$ cat src/rtl/alu_share_arbiter.sv
// ---------------------------------------------------------------------------
// alu_share_arbiter
//
// Shares one external combinational ALU between two requesters
// (port 0 = EX stage, port 1 = address/branch helper). Round-robin
// arbitration picks one request and registers its operands onto the ALU
// inputs. The next cycle captures the ALU result into response registers,
// and the cycle after that the response is offered to the owning port.
// One operation is in flight at a time, so throughput is at best 1 op per
// 3 cycles.
//
// Handshake rule (both sides): a transfer happens on a rising clock edge
// where valid and ready are both 1. A requester keeps req_valid and its
// operands stable until req_ready is seen. The arbiter keeps rsp_valid and
// all rsp_* outputs stable until rsp_ready of the owning port is seen.
//
// Ports
//   clk, rst                  clock (rising edge), synchronous active-high reset
//   req_valid[1:0]            per-port request valid
//   req_ready[1:0]            per-port request accept (one-hot or zero)
//   req_src1_x/req_src2_x     port x operands
//   req_ctrl_x                port x ALU op (legal 0..8)
//   alu_src1/alu_src2         registered operands to the ALU
//   alu_ctrl                  registered op code to the ALU
//   alu_result/alu_zero       ALU outputs
//   rsp_valid[1:0]            per-port response valid (owner only)
//   rsp_ready[1:0]            per-port response accept
//   rsp_result/rsp_zero       captured result and zero flag
//   rsp_err                   1 = op code was illegal; result forced to 0
//   dbg_state                 current FSM state (0 IDLE, 1 EXEC, 2 RESP)
// ---------------------------------------------------------------------------
module alu_share_arbiter #(
    parameter int WIDTH  = 32,
    parameter int CTRL_W = 4
) (
    input  logic              clk,
    input  logic              rst,
    input  logic [1:0]        req_valid,
    output logic [1:0]        req_ready,
    input  logic [WIDTH-1:0]  req_src1_0,
    input  logic [WIDTH-1:0]  req_src2_0,
    input  logic [CTRL_W-1:0] req_ctrl_0,
    input  logic [WIDTH-1:0]  req_src1_1,
    input  logic [WIDTH-1:0]  req_src2_1,
    input  logic [CTRL_W-1:0] req_ctrl_1,
    output logic [WIDTH-1:0]  alu_src1,
    output logic [WIDTH-1:0]  alu_src2,
    output logic [CTRL_W-1:0] alu_ctrl,
    input  logic [WIDTH-1:0]  alu_result,
    input  logic              alu_zero,
    output logic [1:0]        rsp_valid,
    input  logic [1:0]        rsp_ready,
    output logic [WIDTH-1:0]  rsp_result,
    output logic              rsp_zero,
    output logic              rsp_err,
    output logic [1:0]        dbg_state
);

    // Highest legal op code (SRA); anything above is reported as an error.
    localparam logic [CTRL_W-1:0] LAST_OP = CTRL_W'(8);

    typedef enum logic [1:0] {
        S_IDLE = 2'd0,
        S_EXEC = 2'd1,
        S_RESP = 2'd2
    } state_e;

    state_e            state_q, state_d;
    logic              last_grant_q, last_grant_d;
    logic              owner_q, owner_d;
    logic [WIDTH-1:0]  src1_q, src1_d;
    logic [WIDTH-1:0]  src2_q, src2_d;
    logic [CTRL_W-1:0] ctrl_q, ctrl_d;
    logic [WIDTH-1:0]  result_q, result_d;
    logic              zero_q, zero_d;
    logic              err_q, err_d;

    logic              winner;
    logic              exec_err;

    // Round-robin pick: a lone requester always wins; on a tie the port
    // that was not served last time wins.
    always_comb begin
        winner = 1'b0;
        case (req_valid)
            2'b01:   winner = 1'b0;
            2'b10:   winner = 1'b1;
            2'b11:   winner = ~last_grant_q;
            default: winner = 1'b0;
        endcase
    end

    assign exec_err = (ctrl_q > LAST_OP);

    always_comb begin
        state_d      = state_q;
        last_grant_d = last_grant_q;
        owner_d      = owner_q;
        src1_d       = src1_q;
        src2_d       = src2_q;
        ctrl_d       = ctrl_q;
        result_d     = result_q;
        zero_d       = zero_q;
        err_d        = err_q;
        req_ready    = 2'b00;
        rsp_valid    = 2'b00;

        case (state_q)
            S_IDLE: begin
                // Ready is only raised towards a valid port, so any ready
                // here is also a completed handshake.
                if (req_valid != 2'b00) begin
                    req_ready    = winner ? 2'b10 : 2'b01;
                    src1_d       = winner ? req_src1_1 : req_src1_0;
                    src2_d       = winner ? req_src2_1 : req_src2_0;
                    ctrl_d       = winner ? req_ctrl_1 : req_ctrl_0;
                    owner_d      = winner;
                    last_grant_d = winner;
                    state_d      = S_EXEC;
                end
            end
            S_EXEC: begin
                // An illegal op reports result 0 with zero set, whatever the
                // ALU produced for it.
                result_d = exec_err ? '0 : alu_result;
                zero_d   = exec_err ? 1'b1 : alu_zero;
                err_d    = exec_err;
                state_d  = S_RESP;
            end
            S_RESP: begin
                rsp_valid = owner_q ? 2'b10 : 2'b01;
                if (rsp_ready[owner_q]) begin
                    state_d = S_IDLE;
                end
            end
            default: begin
                state_d = S_IDLE;
            end
        endcase
    end

    always_ff @(posedge clk) begin
        if (rst) begin
            state_q      <= S_IDLE;
            last_grant_q <= 1'b1;
            owner_q      <= 1'b0;
            src1_q       <= '0;
            src2_q       <= '0;
            ctrl_q       <= '0;
            result_q     <= '0;
            zero_q       <= 1'b0;
            err_q        <= 1'b0;
        end else begin
            state_q      <= state_d;
            last_grant_q <= last_grant_d;
            owner_q      <= owner_d;
            src1_q       <= src1_d;
            src2_q       <= src2_d;
            ctrl_q       <= ctrl_d;
            result_q     <= result_d;
            zero_q       <= zero_d;
            err_q        <= err_d;
        end
    end

    assign alu_src1   = src1_q;
    assign alu_src2   = src2_q;
    assign alu_ctrl   = ctrl_q;
    assign rsp_result = result_q;
    assign rsp_zero   = zero_q;
    assign rsp_err    = err_q;
    assign dbg_state  = state_q;

endmodule
$ cat config.mk
export PLATFORM = sky130hd
export DESIGN_NAME = alu_share_arbiter
export DESIGN_NICKNAME = d
export VERILOG_FILES = /design/src/rtl/alu_share_arbiter.sv
export SDC_FILE = /design/constraint.sdc
export NUM_CORES = 1
export LEC_CHECK = 0
export BUFFER_PORTS_ARGS = -buffer_cell sky130_fd_sc_hd__buf_2
export CORE_MARGIN = 2
export CORE_UTILIZATION = 38
export DETAILED_ROUTE_END_ITERATION = 10
export GPL_TIMING_DRIVEN = 0
export PLACE_DENSITY = 0.83
export SLEW_MARGIN = 20
export SYNTH_ARGS = -nofsm -noshare
export SYNTH_HDL_FRONTEND = slang
export SYNTH_SLANG_ARGS = --single-unit
$ cat constraint.sdc
create_clock -name clk -period 1.4 [get_ports clk]
set_input_delay 0.07 -clock clk [delete_from_list [all_inputs] [get_ports clk]]
set_output_delay 0.07 -clock clk [all_outputs]
set_load 0.01 [all_outputs]
[Word-level counts from Yosys, hierarchy flattened]
Index checks and enable logic that the tools add are counted.
Storage, ports and cells
  flip-flop bits (word level): 106
  output and inout bits: 108
  word-level logic and storage cells: 38
  input port bits: 175
Operators by class
  bitwise logic cells: 1
  magnitude comparators: 2
  reductions and logical operators: 4
  mux-type cells: 16
  equality and inequality tests: 6
Operators with widths (count)
  two-way mux 32 bit: 3
  two-way mux 2 bit: 7
  equality test 2 bit, second input constant: 3
  case mux 2 bit (3 select lines): 1
  greater-than comparator 4 bit, second input constant: 1
  two-way mux 4 bit: 1
  inequality test 2 bit, second input constant: 2
  AND reduction 2 bit: 2
  two-way mux 1 bit: 3
  equality test 2 x 1 -> 1 bit, second input constant: 1
  zero test 2 bit: 1
  less-than comparator 1 x 2 -> 1 bit, second input constant: 1
  case mux 1 bit (2 select lines): 1
  nonzero test 2 bit: 1
  inverter 1 bit: 1

[Depth between registers and ports, before layout]
  depth after elaboration: 5
  gate-level depth with buffers: 7
  mapped depth without buffers: 3

[Worst setup path before layout]
No wires, ideal clock.
  path kind: register -> register
  from: register state_q[1], in the netlist dbg_state[1]
  to: register src2_q[10], in the netlist alu_src2[10]
  setup slack: -0.001 ns
  data arrival time: 1.259 ns
  stages on the path, launching flop included: 6
  period minus slack after synthesis: 1.401 ns
  cell sequence: dfxtp_1 -> nor2_2 -> and2_1 -> buf_6 -> clkbuf_1 -> a311oi_1
Between the ends
  cells in the longest elaborated chain, start to end: 2
RTL lines
  from (decl): RTL line 68  | state_e state_q, state_d;
  from (signal assigned): RTL line 154  | state_q <= state_d;
  zero test 2 bit: RTL line 108  | case (state_q)
  AND reduction 2 bit (no line)
  to (signal assigned): RTL line 158  | src2_q <= src2_d;
  to (decl): RTL line 72  | logic [WIDTH-1:0] src2_q, src2_d;
Every way passes these cells.
A chain may end at the register's enable or synchronous reset.

[Final worst setup path]
  from: register last_grant_q
  to: output port req_ready[1]
Between the ends
  cells in the longest elaborated chain, start to end: 5
RTL lines
  from (decl): RTL line 69  | logic last_grant_q, last_grant_d;
  from (signal assigned): RTL line 155  | last_grant_q <= last_grant_d;
  inverter 1 bit: RTL line 88  | 2'b11: winner = ~last_grant_q;
  case mux 1 bit (2 select lines): RTL line 85  | case (req_valid)
  two-way mux 2 bit: RTL line 113  | req_ready = winner ? 2'b10 : 2'b01;
  two-way mux 2 bit: RTL line 112  | if (req_valid != 2'b00) begin
  two-way mux 2 bit: RTL line 108
  to (decl): RTL line 39  | output logic [1:0] req_ready,
Every way passes these cells.

==> flow_summary.json <==
{
  "outcome": "finished with violations",
  "failed_checks": "negative setup slack",
  "grt_first_pass_wirelength_um": 31000,
  "commonest_cells_after_routing_fill_and_taps_aside": "sky130_fd_sc_hd__buf_2, sky130_fd_sc_hd__nand2_1, sky130_fd_sc_hd__dlygate4sd3_1, sky130_fd_sc_hd__dfxtp_1, sky130_fd_sc_hd__a21oi_1",
  "final_common_cell": "sky130_fd_sc_hd__buf_2",
  "period_share_pct": 103,
  "final_core_density_pct": 72.4,
  "clock_sink_count": 106,
  "power.leakage_nw": 3.85,
  "final_area_um2": 8170,
  "tightest_slew_ns": 0.716,
  "clk_root_buffer_cell": "sky130_fd_sc_hd__clkbuf_16",
  "grt.overflow.total": 0,
  "antenna_cells": 0,
  "power.clock.fraction_pct": 29.8,
  "finalWeightedCongestion": 0.814,
  "largest_fanout_of_any_net_on_the_critical_path": 5,
  "design.portCount": 283,
  "routed_wl_um": 20600,
  "largest_net_degree_at_the_start_of_global_routing": 20,
  "die_y_um": 111,
  "syn-cell-area_um2": 4340,
  "netSwitchingPower_mw": 2.79,
  "drt_first_iter_violations": 381,
  "max-cap-violations": 0,
  "pwr-share-comb_pct": 30.3,
  "worstPathCellList": "a21bo_4 -> buf_8 -> nor3_4 -> buf_2",
  "startpoint": "last_grant_q",
  "seq_power_share_pct": 39.9,
  "dpl_cell_area_um2": 5930,
  "critical_path.max_stage_delay_ns": 0.36,
  "cts_inserted_buffers": 9,
  "postSynthRegisterBits": 106,
  "intPower_mw": 6.12,
  "drtPass1Iterations": 5,
  "cts_tree": "yes",
  "route.detailed.vias_per_inst": 5.60,
  "slew_violations": 0,
  "core_area_um2": 11300,
  "timing.critical_path.slowest_stage_cell": "sky130_fd_sc_hd__dfxtp_4",
  "switching_share_pct": 31.3,
  "clkTransAtPathRegs_ns": 0.08,
  "nets": 1105,
  "fmaxAchievable_mhz": 692,
  "detail_routed_net_length_per_standard_cell_um": 19.1,
  "timing.final.setup_violations": 6,
  "syn-mean-instance-area_um2": 8.83,
  "grt_use_total_pct": 31.2,
  "timing_hold_violations_final": 0,
  "cts.path.max_buffers": 2,
  "numPortBuffers": 282,
  "hold_path_class": "in -> reg",
  "critPathLaunchType": "flop",
  "numPlacedInstances": 916,
  "timing.clock.skew_ns": 0.0128,
  "slew_headroom_pct": 52.3,
  "worstReg2RegStart": "dbg_state[1]",
  "synth-seq-area-share_pct": 48.9,
  "num_vias": 6032,
  "ys_types": 29,
  "synth_nets": 666,
  "dpl_worst_slack_ns": -0.533,
  "fraction_of_layout_cells_with_a_size_suffix_above_1_pct": 42.9,
  "fp.dieArea_um2": 12300,
  "min_period_ns": 1.44,
  "cp-end-kind": "primary output",
  "dpl.hpwl_um": 11300,
  "worstPathRequired_ns": 1.33,
  "die_x_um": 111,
  "initial_cell_density_of_the_core_pct": 38.5,
  "antenna_found_initial": 0,
  "synthesis.instances": 491,
  "arrival_ns": 1.37,
  "detail_route.drc_violations": 0,
  "area_growth_syn_to_layout_pct": 88.3,
  "finalNonFillerCells": 1078,
  "synthesis.yosys.warnings": 0,
  "grt_pass1_vias": 6162,
  "min_from": "req_src1_1[17]",
  "row_count": 39,
  "worst_slack_ns": -0.0441,
  "ant_nets": 0,
  "irDropWorstVdd_uv": 577,
  "power.density_nw_per_um2": 1090,
  "setup.worst_path.class": "reg -> out",
  "clock_insertion_delay_worst_skew_ns": 0.34,
  "cts-htree-levels": 3,
  "report.power.total_mw": 8.91,
  "setup_repair_after_global_routing_missed_its_margin": "true"
}
-- critical path: cells and delay by family (launching register included) --
family | cells | cell delay (ns)
flops | 1 | 0.36
buf+inv | 2 | 0.30
simple gates | 1 | 0.12
compound gates | 1 | 0.24
-- registers in the layout, indices dropped and copies added, names as in the netlist --
| name | flops |
|---|---|
| alu_src2 | 32 |
| dbg_state | 2 |
| owner_q | 1 |
| rsp_result | 32 |
| alu_ctrl | 4 |
| last_grant_q | 1 |
| alu_src1 | 32 |
| rsp_zero | 1 |
| rsp_err | 1 |
-- through the flow --
| step | setup TNS [ns] | hold slack (ns) |
|---|---|---|
| after floorplan | 0 | 0.203 |
| after global placement | -29.32 | 0.286 |
| after detailed placement | -31.39 | 0.293 |
| after CTS | -0.603 | 0.000237 |
| after global routing | -1.14 | 0.0125 |
| final | -0.0765 | 0.00213 |
-- kinds of logic after synthesis --
| logic type | after synthesis | synth area share [%] |
|---|---|---|
| buf+inv | 52 | 5.51 |
| mux | 1 | 0.231 |
| compound gates | 175 | 30.8 |
| simple gates | 157 | 14.5 |
| flops | 106 | 48.9 |
-- power by group through the flow --
stage / combinational (mW) / sequential, mW / clock, mW
6_report: 2.70 / 3.55 / 2.66
5_1_grt: 2.86 / 3.58 / 2.77
4_1_cts: 2.43 / 3.53 / 2.66
3_5_place_dp: 1.91 / 3.59 / 0
3_3_place_gp: 1.88 / 3.59 / 0
2_1_floorplan: 0.890 / 3.74 / 0
-- synth_stat cells --
cell type                  number  share of area [%]
sky130_fd_sc_hd__and2_1         1               0.14
sky130_fd_sc_hd__nor3b_1        1               0.17
sky130_fd_sc_hd__o21ba_2        1               0.23
sky130_fd_sc_hd__a21oi_1       69                8.0
sky130_fd_sc_hd__nor2_1         5               0.43
sky130_fd_sc_hd__a311oi_1      59                 12
sky130_fd_sc_hd__or2_1          1               0.14
sky130_fd_sc_hd__dfxtp_1      106                 49
sky130_fd_sc_hd__a21bo_2        1               0.23
sky130_fd_sc_hd__nor2_2         1               0.14
sky130_fd_sc_hd__a22o_1        32                6.5
sky130_fd_sc_hd__and3b_1        1               0.20
sky130_fd_sc_hd__buf_1          1              0.086
sky130_fd_sc_hd__buf_6          3               0.78
sky130_fd_sc_hd__nand2_1      137                 12
sky130_fd_sc_hd__a221o_1        1               0.23
sky130_fd_sc_hd__a21boi_0       1               0.17
sky130_fd_sc_hd__nand3b_1       1               0.17
sky130_fd_sc_hd__a311oi_2       9                3.1
sky130_fd_sc_hd__nor3_1         4               0.46
sky130_fd_sc_hd__clkbuf_1      35                3.0
sky130_fd_sc_hd__nor2b_1        3               0.43
sky130_fd_sc_hd__buf_2         11                1.3
sky130_fd_sc_hd__buf_4          2               0.35
sky130_fd_sc_hd__a21boi_2       1               0.26
sky130_fd_sc_hd__o31a_1         1               0.20
sky130_fd_sc_hd__mux2i_1        1               0.23
sky130_fd_sc_hd__nand2b_1       1               0.14
sky130_fd_sc_hd__nor3_2         1               0.23
-- worst paths after layout --
kind	to	slack, ns	depth (start not counted)
setup / recovery	req_ready[1]	-0.04	4
hold reg to reg	rsp_result[8]	0.48	1
setup reg to reg	alu_src2[29]	-0.01	6
hold / removal	alu_src1[17]	0.002	3
-- final cells by class --
type | instances | area (um2)
fill | 721 | 3110
timing repair buffer | 432 | 3020
multi-input combinational | 333 | 2150
sequential | 106 | 2140
buffer | 48 | 373
clock buffer | 9 | 225
tap | 143 | 179
clock inverter | 7 | 85.1
-- routing by layer --
layer / vias up / track usage [%] / wire length (um)
met2: 387 / 58.5 / 10600
li1: 2682 / - / -
met3: 90 / 6.18 / 1490
met5: - / 0 / 0
met1: 2873 / 33.1 / 7590
met4: 0 / 15.1 / 966
-- timing repair --
item,in CTS,in global routing
hold endpoints to repair,85,0
cloned,3,2
gates resized for setup,73,75
pin swaps,30,35
hold buffers,126,0
buffers inserted,15,4
setup endpoints to repair,103,96
Note: power is estimated with default switching activity, not from simulation.
